**config.mk**
```make
export PLATFORM = sky130hd
export DESIGN_NAME = btn_cmd_arbiter_flat
export DESIGN_NICKNAME = d
export VERILOG_FILES = /design/src/rtl/btn_cmd_if.sv /design/src/rtl/btn_cmd_arbiter.sv /design/src/flat_wrapper.sv
export SDC_FILE = /design/constraint.sdc
export NUM_CORES = 1
export LEC_CHECK = 0
export ABC_AREA = 1
export BUFFER_PORTS_ARGS = -buffer_cell sky130_fd_sc_hd__buf_4
export CAP_MARGIN = 10
export CORE_MARGIN = 5
export CORE_UTILIZATION = 30
export DETAILED_ROUTE_END_ITERATION = 10
export PLACE_DENSITY = 0.52
export SYNTH_ARGS = -nofsm -noshare
export SYNTH_HDL_FRONTEND = slang
export SYNTH_SLANG_ARGS = --single-unit
export TNS_END_PERCENT = 10
```
**constraint.sdc**
```tcl
create_clock -name CLK_IN -period 3.4 [get_ports CLK_IN]
set_input_delay 0 -clock CLK_IN [delete_from_list [all_inputs] [get_ports CLK_IN]]
set_output_delay 0 -clock CLK_IN [all_outputs]
set_load 0.02 [all_outputs]
```
**src/rtl/btn_cmd_if.sv**
```systemverilog
// btn_cmd_if: button/switch inputs and LED/command status bundle
// for btn_cmd_arbiter.
interface btn_cmd_if #(
  parameter int CNT_W = 4
);
  logic [3:0]       btns;
  logic [CNT_W-1:0] sw;
  logic [CNT_W-1:0] leds;
  logic [3:0]       pending;
  logic [3:0]       grant;
  logic             busy;

  modport master (
    output btns, sw,
    input  leds, pending, grant, busy
  );

  modport slave (
    input  btns, sw,
    output leds, pending, grant, busy
  );
endinterface

```
**src/rtl/btn_cmd_arbiter.sv**
```systemverilog
// btn_cmd_arbiter: debounced 4-button round-robin command unit on a shared
// LED counter. Define BTN_CMD_SATURATE_EN to saturate inc/dec instead of wrap.
module btn_cmd_arbiter #(
  parameter int DEBOUNCE_W = 8,
  parameter int CNT_W      = 4,
  parameter int HOLDOFF    = 4
) (
  input  logic     CLK_IN,
  input  logic     CPU_RESETN,
  btn_cmd_if.slave bus
);

  typedef enum logic [1:0] {
    IDLE,
    GRANT,
    HOLD
  } state_e;

  localparam int HW = (HOLDOFF > 1) ? $clog2(HOLDOFF) : 1;
  localparam logic [HW-1:0] HLAST =
    HW'((HOLDOFF > 0) ? HOLDOFF - 1 : 0);

  logic [3:0][2:0]            sync_q, sync_d;
  logic [3:0][DEBOUNCE_W-1:0] dcnt_q, dcnt_d;
  logic [3:0]                 arm_q, arm_d;
  logic [3:0]                 evt;
  logic [CNT_W-1:0]           sw0_q, sw1_q;
  logic [3:0]                 pend_q, pend_d;
  logic [3:0]                 grant_q, grant_d;
  logic [3:0]                 clr;
  logic [1:0]                 gidx_q, gidx_d;
  logic [1:0]                 ptr_q, ptr_d;
  logic [CNT_W-1:0]           leds_q, leds_d;
  logic [HW-1:0]              hcnt_q, hcnt_d;
  state_e                     state_q, state_d;
  logic                       found;
  logic [1:0]                 sel;

  // Rising edge of sync[2:1] arms; counter runs while sync[1] stays high.
  always_comb begin
    for (int i = 0; i < 4; i++) begin
      sync_d[i] = {sync_q[i][1:0], bus.btns[i]};
      arm_d[i]  = arm_q[i];
      dcnt_d[i] = dcnt_q[i];
      evt[i]    = 1'b0;
      if (sync_q[i][2:1] == 2'b01) begin
        arm_d[i]  = 1'b1;
        dcnt_d[i] = '0;
      end else if (arm_q[i]) begin
        if (!sync_q[i][1]) begin
          arm_d[i]  = 1'b0;
          dcnt_d[i] = '0;
        end else if (&dcnt_q[i]) begin
          evt[i]    = 1'b1;
          arm_d[i]  = 1'b0;
          dcnt_d[i] = '0;
        end else begin
          dcnt_d[i] = dcnt_q[i] + 1'b1;
        end
      end
    end
  end

  always_comb begin
    found = 1'b0;
    sel   = '0;
    for (int k = 0; k < 4; k++) begin
      logic [1:0] idx;
      idx = ptr_q + 2'(k);
      if (!found && pend_q[idx]) begin
        found = 1'b1;
        sel   = idx;
      end
    end
  end

  always_comb begin
    state_d = state_q;
    grant_d = '0;
    gidx_d  = gidx_q;
    hcnt_d  = hcnt_q;
    ptr_d   = ptr_q;
    leds_d  = leds_q;
    clr     = '0;
    unique case (state_q)
      IDLE: begin
        if (found) begin
          grant_d = 4'(1) << sel;
          gidx_d  = sel;
          state_d = GRANT;
        end
      end
      GRANT: begin
        clr     = grant_q;
        ptr_d   = gidx_q + 2'd1;
        hcnt_d  = '0;
        state_d = (HOLDOFF > 0) ? HOLD : IDLE;
        unique case (1'b1)
`ifdef BTN_CMD_SATURATE_EN
          grant_q[0]: leds_d = (&leds_q) ? leds_q
                             : leds_q + CNT_W'(1);
          grant_q[1]: leds_d = (leds_q == '0) ? leds_q
                             : leds_q - CNT_W'(1);
`else
          grant_q[0]: leds_d = leds_q + CNT_W'(1);
          grant_q[1]: leds_d = leds_q - CNT_W'(1);
`endif
          grant_q[2]: leds_d = '0;
          grant_q[3]: leds_d = sw1_q;
          default:    leds_d = leds_q;
        endcase
      end
      HOLD: begin
        if (hcnt_q == HLAST) begin
          state_d = IDLE;
        end else begin
          hcnt_d = hcnt_q + 1'b1;
        end
      end
      default: state_d = IDLE;
    endcase
  end

  // A same-cycle debounce event wins over the grant clear.
  assign pend_d = (pend_q & ~clr) | evt;

  always_ff @(posedge CLK_IN) begin
    if (!CPU_RESETN) begin
      sync_q  <= '0;
      dcnt_q  <= '0;
      arm_q   <= '0;
      sw0_q   <= '0;
      sw1_q   <= '0;
      pend_q  <= '0;
      grant_q <= '0;
      gidx_q  <= '0;
      ptr_q   <= '0;
      leds_q  <= '0;
      hcnt_q  <= '0;
      state_q <= IDLE;
    end else begin
      sync_q  <= sync_d;
      dcnt_q  <= dcnt_d;
      arm_q   <= arm_d;
      sw0_q   <= bus.sw;
      sw1_q   <= sw0_q;
      pend_q  <= pend_d;
      grant_q <= grant_d;
      gidx_q  <= gidx_d;
      ptr_q   <= ptr_d;
      leds_q  <= leds_d;
      hcnt_q  <= hcnt_d;
      state_q <= state_d;
    end
  end

  assign bus.leds    = leds_q;
  assign bus.pending = pend_q;
  assign bus.grant   = grant_q;
  assign bus.busy    = (state_q != IDLE);

endmodule

```
**src/flat_wrapper.sv**
```systemverilog
// flat-port wrapper written by rule: the top's interface ports become plain ports
module btn_cmd_arbiter_flat 
#(
  parameter int DEBOUNCE_W = 8,
  parameter int CNT_W      = 4,
  parameter int HOLDOFF    = 4
)
  (CLK_IN, CPU_RESETN, bus_btns, bus_sw, bus_leds, bus_pending, bus_grant, bus_busy);
  btn_cmd_if #(.CNT_W(CNT_W)) bus_i ();
  input  logic CLK_IN;
  input  logic CPU_RESETN;
  input wire logic [$bits(bus_i.btns)-1:0] bus_btns;
  input wire logic [$bits(bus_i.sw)-1:0] bus_sw;
  output wire logic [$bits(bus_i.leds)-1:0] bus_leds;
  output wire logic [$bits(bus_i.pending)-1:0] bus_pending;
  output wire logic [$bits(bus_i.grant)-1:0] bus_grant;
  output wire logic [$bits(bus_i.busy)-1:0] bus_busy;
  assign bus_i.btns = bus_btns;
  assign bus_i.sw = bus_sw;
  assign bus_leds = bus_i.leds;
  assign bus_pending = bus_i.pending;
  assign bus_grant = bus_i.grant;
  assign bus_busy = bus_i.busy;
  btn_cmd_arbiter #(.DEBOUNCE_W(DEBOUNCE_W), .CNT_W(CNT_W), .HOLDOFF(HOLDOFF)) u_core (.CLK_IN(CLK_IN), .CPU_RESETN(CPU_RESETN), .bus(bus_i));
endmodule
```
=== Word-level counts from Yosys, hierarchy flattened ===
Index checks and enable logic that the tools add are counted.
W data, S select, Z words.

* Register bits after elaboration: 76
* Input port bits: 10
* Logic and storage cells: 134

* Add/subtract/negate cells: 11
* Order comparisons: 4
* Eq/ne operators: 10
* Shifts and indexed selects: 1
* Mux-type cells: 63
* Bitwise gates (word level): 4
* Reductions and logical operators: 23

{| class="wikitable"
|+ Operators with widths
! cell !! number
|-
| $mux W8 || 8
|-
| $mux W1 || 40
|-
| $add A8 B1 Y8 const B || 4
|-
| $reduce_and A8 Y1 || 4
|-
| $pmux W4 S4 || 1
|-
| $mux W2 || 7
|-
| $lt A2 B3 Y1 const B || 4
|-
| $eq A2 B1 Y1 const B || 5
|-
| $bmux W1 S2 || 4
|-
| $reduce_and A2 Y1 || 4
|-
| $reduce_or A2 Y1 || 4
|-
| $add A2 B1 Y2 const B || 3
|-
| $pmux W2 S3 || 1
|-
| $add A2 B2 Y2 const B || 2
|-
| $add A4 B1 Y4 const B || 1
|-
| $and A4 B4 Y4 || 1
|-
| $eq A2 B2 Y1 const B || 2
|-
| $mux W4 || 1
|-
| $ne A2 B1 Y1 const B || 2
|-
| $not A4 Y4 || 1
|-
| $or A4 B4 Y4 || 1
|-
| $pmux W2 S2 || 1
|-
| $reduce_bool A2 Y1 || 2
|-
| $reduce_bool A4 Y1 || 1
|-
| 8 further kinds || 12
|}

=== Depth between registers and ports, before layout ===
* Depth after elaboration: 14
* Gate-level depth with buffers: 12

=== Worst setup path before layout ===
Ideal clock, no wire load.

* Path kind: register to register
* From: register u_core.grant_q[1], in the netlist u_core.bus.grant[1]
* To: register u_core.leds_q[1], in the netlist u_core.bus.leds[1]
* Setup time: 0.119 ns
* Data arrival time: 1.411 ns
* Data required time: 3.281 ns
* Slack: 1.870 ns
* Stages on the path, launching flop included: 6
* Buffers on the path: 0
* Clock period less this slack: 1.530 ns
* Cells stage by stage: dfxtp_1 inv_1 fa_1 o21ai_0 o21ai_0 a21oi_1

* Longest elaborated chain between the ends: 2
* Elaborated cells between the ends (all ways): 3
* Those cells by class: mux (1); reduce/logical (2)

{| class="wikitable"
|+ Ends and longest elaborated chain
! item !! RTL line !! source
|-
| from (decl) || btn_cmd_arbiter.sv:29 || <nowiki>logic [3:0] grant_q, grant_d;</nowiki>
|-
| from (signal assigned) || btn_cmd_arbiter.sv:148 || <nowiki>grant_q <= grant_d;</nowiki>
|-
| $reduce_bool A4 Y1 (no line) || -- ||
|-
| $reduce_and A2 Y1 (no line) || -- ||
|-
| to (signal assigned) || btn_cmd_arbiter.sv:151 || <nowiki>leds_q <= leds_d;</nowiki>
|-
| to (decl) || btn_cmd_arbiter.sv:33 || <nowiki>logic [CNT_W-1:0] leds_q, leds_d;</nowiki>
|}

Parallel ways exist; a longest one is shown, timed or not.
A chain may end at the register's enable or synchronous reset.

=== Worst setup path after layout ===
* From: register u_core.ptr_q[0]
* To: register u_core.grant_q[1], in the netlist u_core.bus.grant[1]

* Longest elaborated chain between the ends: 13
* Elaborated cells between the ends (all ways): 27
* Those cells by class: add/sub (3); shift (1); mux (16); reduce/logical (7)

{| class="wikitable"
|+ Ends and longest elaborated chain
! item !! RTL line !! source
|-
| from (decl) || btn_cmd_arbiter.sv:32 || <nowiki>logic [1:0] ptr_q, ptr_d;</nowiki>
|-
| from (signal assigned) || btn_cmd_arbiter.sv:150 || <nowiki>ptr_q <= ptr_d;</nowiki>
|-
| branches (longest 13 deep; another with $add A2 B1 Y2) || -- ||
|}

Parallel ways; which one is timed is not known. The select of a mux whose other input is x is not followed.

==> results.sh <==
export IMPL_drtIter0Drc=215
export IMPL_netlist_instances=486
export IMPL_worstSetupPathType="reg2reg"
export IMPL_max_freq_mhz=587.6
export IMPL_detailedRoute_firstPassIterationCount=4
export IMPL_cts_buffers_inserted=9
export IMPL_worst_path_max_fanout=11
export IMPL_synth_largest_type_area_fraction=0.4399
export IMPL_detail_route_vias_per_cell=4.546
export IMPL_globalplace_congestion=0.7748
export IMPL_route_antenna_remaining_nets=0
export IMPL_relSlewSlack=0.6798
export IMPL_critical_path_endpoint_type="flop"
export IMPL_antenna_cells=0
export IMPL_clkSinkCount=76
export IMPL_syn_mean_instance_area_um2=7.116
export IMPL_cp_start_kind="flop"
export IMPL_finalNonFillerCells=669
export IMPL_dp_hpwl_um=5113
export IMPL_period_needed_ns=1.702
export IMPL_cts_htree_levels=3
export IMPL_synthDistinctLibCells=33
export IMPL_worst_ir_drop_vdd_uv=288.5
export IMPL_initial_core_util=0.3042
export IMPL_antenna_found_initial=0
export IMPL_synth_ff_latch_count=76
export IMPL_synth_net_count=504
export IMPL_y_dimension_of_the_die_um=117.4
export IMPL_placement_io_buffers=22
export IMPL_grtUsageMet2=0.1754
export IMPL_max_slew_worst_pin_slew_ns=0.4798
export IMPL_cp_cell_sequence="inv_2 > nand2_1 > nand2_2 > nand2_1 > nand2_2 > nor2_4 > nand3_2 > a21oi_1 > nor2_1"
export IMPL_fill_cells=1197
export IMPL_leading_cell_types_by_total_area_after_synthesis="dfxtp_1 (44%), nand2_1 (15%), inv_1 (7.8%)"
export IMPL_crit_slowest_cell="dfxtp_1"
export IMPL_final_max_slew_viol_count=0
export IMPL_total_count_of_hold_check_failures_in_the_final_report=0
export IMPL_asyncSetResetFlopFracSynth=0
export IMPL_status="finished clean"
export IMPL_use_met1=0.1421
export IMPL_tritoncts_clock_tree="built"
export IMPL_hold_path_startpoint="CPU_RESETN"
export IMPL_io_pin_count=23
export IMPL_worstPathRequired_ns=3.61
export IMPL_worstPathArrival_ns=1.91
export IMPL_track_usage=0.1080
export IMPL_min_path_cells=3
export IMPL_clk_pin_slew_worst_paths_ns=0.06
export IMPL_worst_skew_pair_late_latency_ns=0.32
export IMPL_yosysWarnings=0
export IMPL_drt_drc_violations_left=0
export IMPL_number_of_gates_given_a_new_drive_strength_after_cts=0
export IMPL_crit_reg2reg_capture="u_core.bus.grant[1]"
export IMPL_wire_length_of_the_first_global_routing_pass_um=12880
export IMPL_root_buffer_cell="clkbuf_16"
export IMPL_core_area_um2=11370
export IMPL_placed_cells_incl_taps=645
export IMPL_finalSetupTns_ns=0
export IMPL_cap_violations=0
export IMPL_routed_wire_length_per_instance_um=10.78
export IMPL_multi_input_gate_area_um2=1620
export IMPL_route_vias_total=3041
export IMPL_most_common_cell_after_layout_fill_and_taps_aside="nand2_1"
export IMPL_synth_edf_count=0
export IMPL_synth_top_area_cell="dfxtp_1"
export IMPL_grt_pass1_vias=2847
export IMPL_setup_viol=0
export IMPL_crit_reg2reg_launch="u_core.ptr_q[0]"
export IMPL_worstHoldPathType="in2reg"
export IMPL_row_count=39
export IMPL_p_leak_uw=0.001798
export IMPL_layout_drive_gt1_share=0.1179
export IMPL_clockBufferDepth=2
export IMPL_layout_worst_path_cycle_share=0.5005
export IMPL_die_width_um=117.4
export IMPL_ys_seq_area_frac=0.4399
export IMPL_synth_cell_area_um2=3458
export IMPL_holdPathEnd="u_core.sync_d[10]"
export IMPL_synth_top_flop_cell="dfxtp_1"
export IMPL_groute_layer_met3_usage=0.03128
export IMPL_skew_ns=0.003392
export IMPL_timing_reg2reg_setup_slack_ns=1.70
export IMPL_fp_dieArea_um2=13770
export IMPL_residual_overflow_from_global_routing=0
export IMPL_register_area_um2=1521
export IMPL_pin_count_of_the_biggest_net_entering_global_routing=35
export IMPL_route_final_wire_length_um=7209
export IMPL_area_growth_pct=19.90
export IMPL_grt_setup_unrepaired="no"
export IMPL_critical_path_max_stage_delay_ns=0.59
export IMPL_grt_busiest_layer="met2"
export IMPL_power_density_nw_per_um2=503.5
export IMPL_most_common_layout_cells="nand2_1 (135), dfxtp_1 (76), inv_1 (72)"
export IMPL_fin_nets=539
export IMPL_worst_r2r_path_depth=9
## cells in the mapped netlist, drive strengths merged (2+ instances only)
master  number
o21bai       4
buf          2
nand3       32
dfxtp       76
o21ai       26
o21a         4
nand2      146
ha           7
clkbuf       4
nand4        9
xnor2        3
nor2        30
a21oi       56
inv         76
## registers in the layout (all words and copies together), names as in the netlist
| signal | count |
|---|---|
| u_core.dcnt_q | 32 |
| u_core.sync_d | 8 |
| u_core.arm_q | 4 |
| u_core.bus.grant | 4 |
| u_core.bus.leds | 4 |
| u_core.bus.pending | 4 |
| u_core.sw0_q | 4 |
| u_core.sw1_q | 4 |
| u_core.sync_q | 4 |
| u_core.gidx_q | 2 |
| u_core.hcnt_q | 2 |
| u_core.ptr_q | 2 |
| u_core.state_q | 2 |
## repair_timing
item	4_1_cts	5_1_grt
buffers inserted	0	0
hold buffers	8	0
setup endpoints to repair	0	0
endpoints found under the hold margin	8	0
## metal layers
layer | vias up | routed length (um)
met5 | - | 0
met1 | 1382 | 3627
met3 | 6 | 249
li1 | 1620 | -
met2 | 33 | 3278
met4 | 0 | 52
## worst max-delay path by stage
stage               slack [ns]  cells after the start                   to                 from
finish                    1.70                      9  u_core.bus.grant[1]      u_core.ptr_q[0]
global route              1.51                      9  u_core.bus.grant[1]      u_core.ptr_q[0]
CTS                       1.70                      9  u_core.bus.grant[1]      u_core.ptr_q[0]
detailed placement        1.71                      9  u_core.bus.grant[1]      u_core.ptr_q[0]
global placement          1.79                      9  u_core.bus.grant[1]      u_core.ptr_q[0]
floorplan                 1.87                      5   u_core.bus.leds[1]  u_core.bus.grant[1]
## worst max-delay path, delay by kind of cell (launching register included)
kind	cells	cell delay (ns)
simple gates	7	0.65
flops	1	0.59
buf+inv	1	0.16
compound gates	1	0.21
## layout make-up
class / count / share of cell area
Multi-Input combinational cell: 328 / 0.3908
Sequential cell: 76 / 0.3669
Clock buffer: 12 / 0.05944
Tap cell: 143 / 0.04315
Inverter: 76 / 0.06880
Clock inverter: 4 / 0.01177
Timing Repair Buffer: 30 / 0.05914
## per-stage QoR
step                      setup slack, ns  area [um^2]  hold WS (ns)  total power [uW]  utilization
after floorplan                     1.870         3458       0.09763              1114            -
after global placement              1.786         3771        0.1833              1164       0.3317
after detailed placement            1.707         3771        0.1851              1167       0.3317
after CTS                           1.696         4146       0.07368              2116       0.3647
after global routing                1.514         4146       0.08929              2186       0.3647
final                               1.698         4146       0.07416              2088       0.3647
## power breakdown
| part | internal, uW | switching, uW |
|---|---|---|
| Sequential | 918 | 24.9 |
| Clock | 587 | 348 |
| Combinational | 74.3 | 136 |
## cell families after synthesis
logic type / count (synthesis) / share of synthesized area
AOI/OAI and AO/OA: 96 / 0.1541
xor gates and xnor gates: 4 / 0.01013
buffers and inverters: 82 / 0.09153
DFF: 76 / 0.4399
and+or+nand+nor: 220 / 0.2732
adders and majority gates: 8 / 0.03111
(Power assumes the default switching activity.)
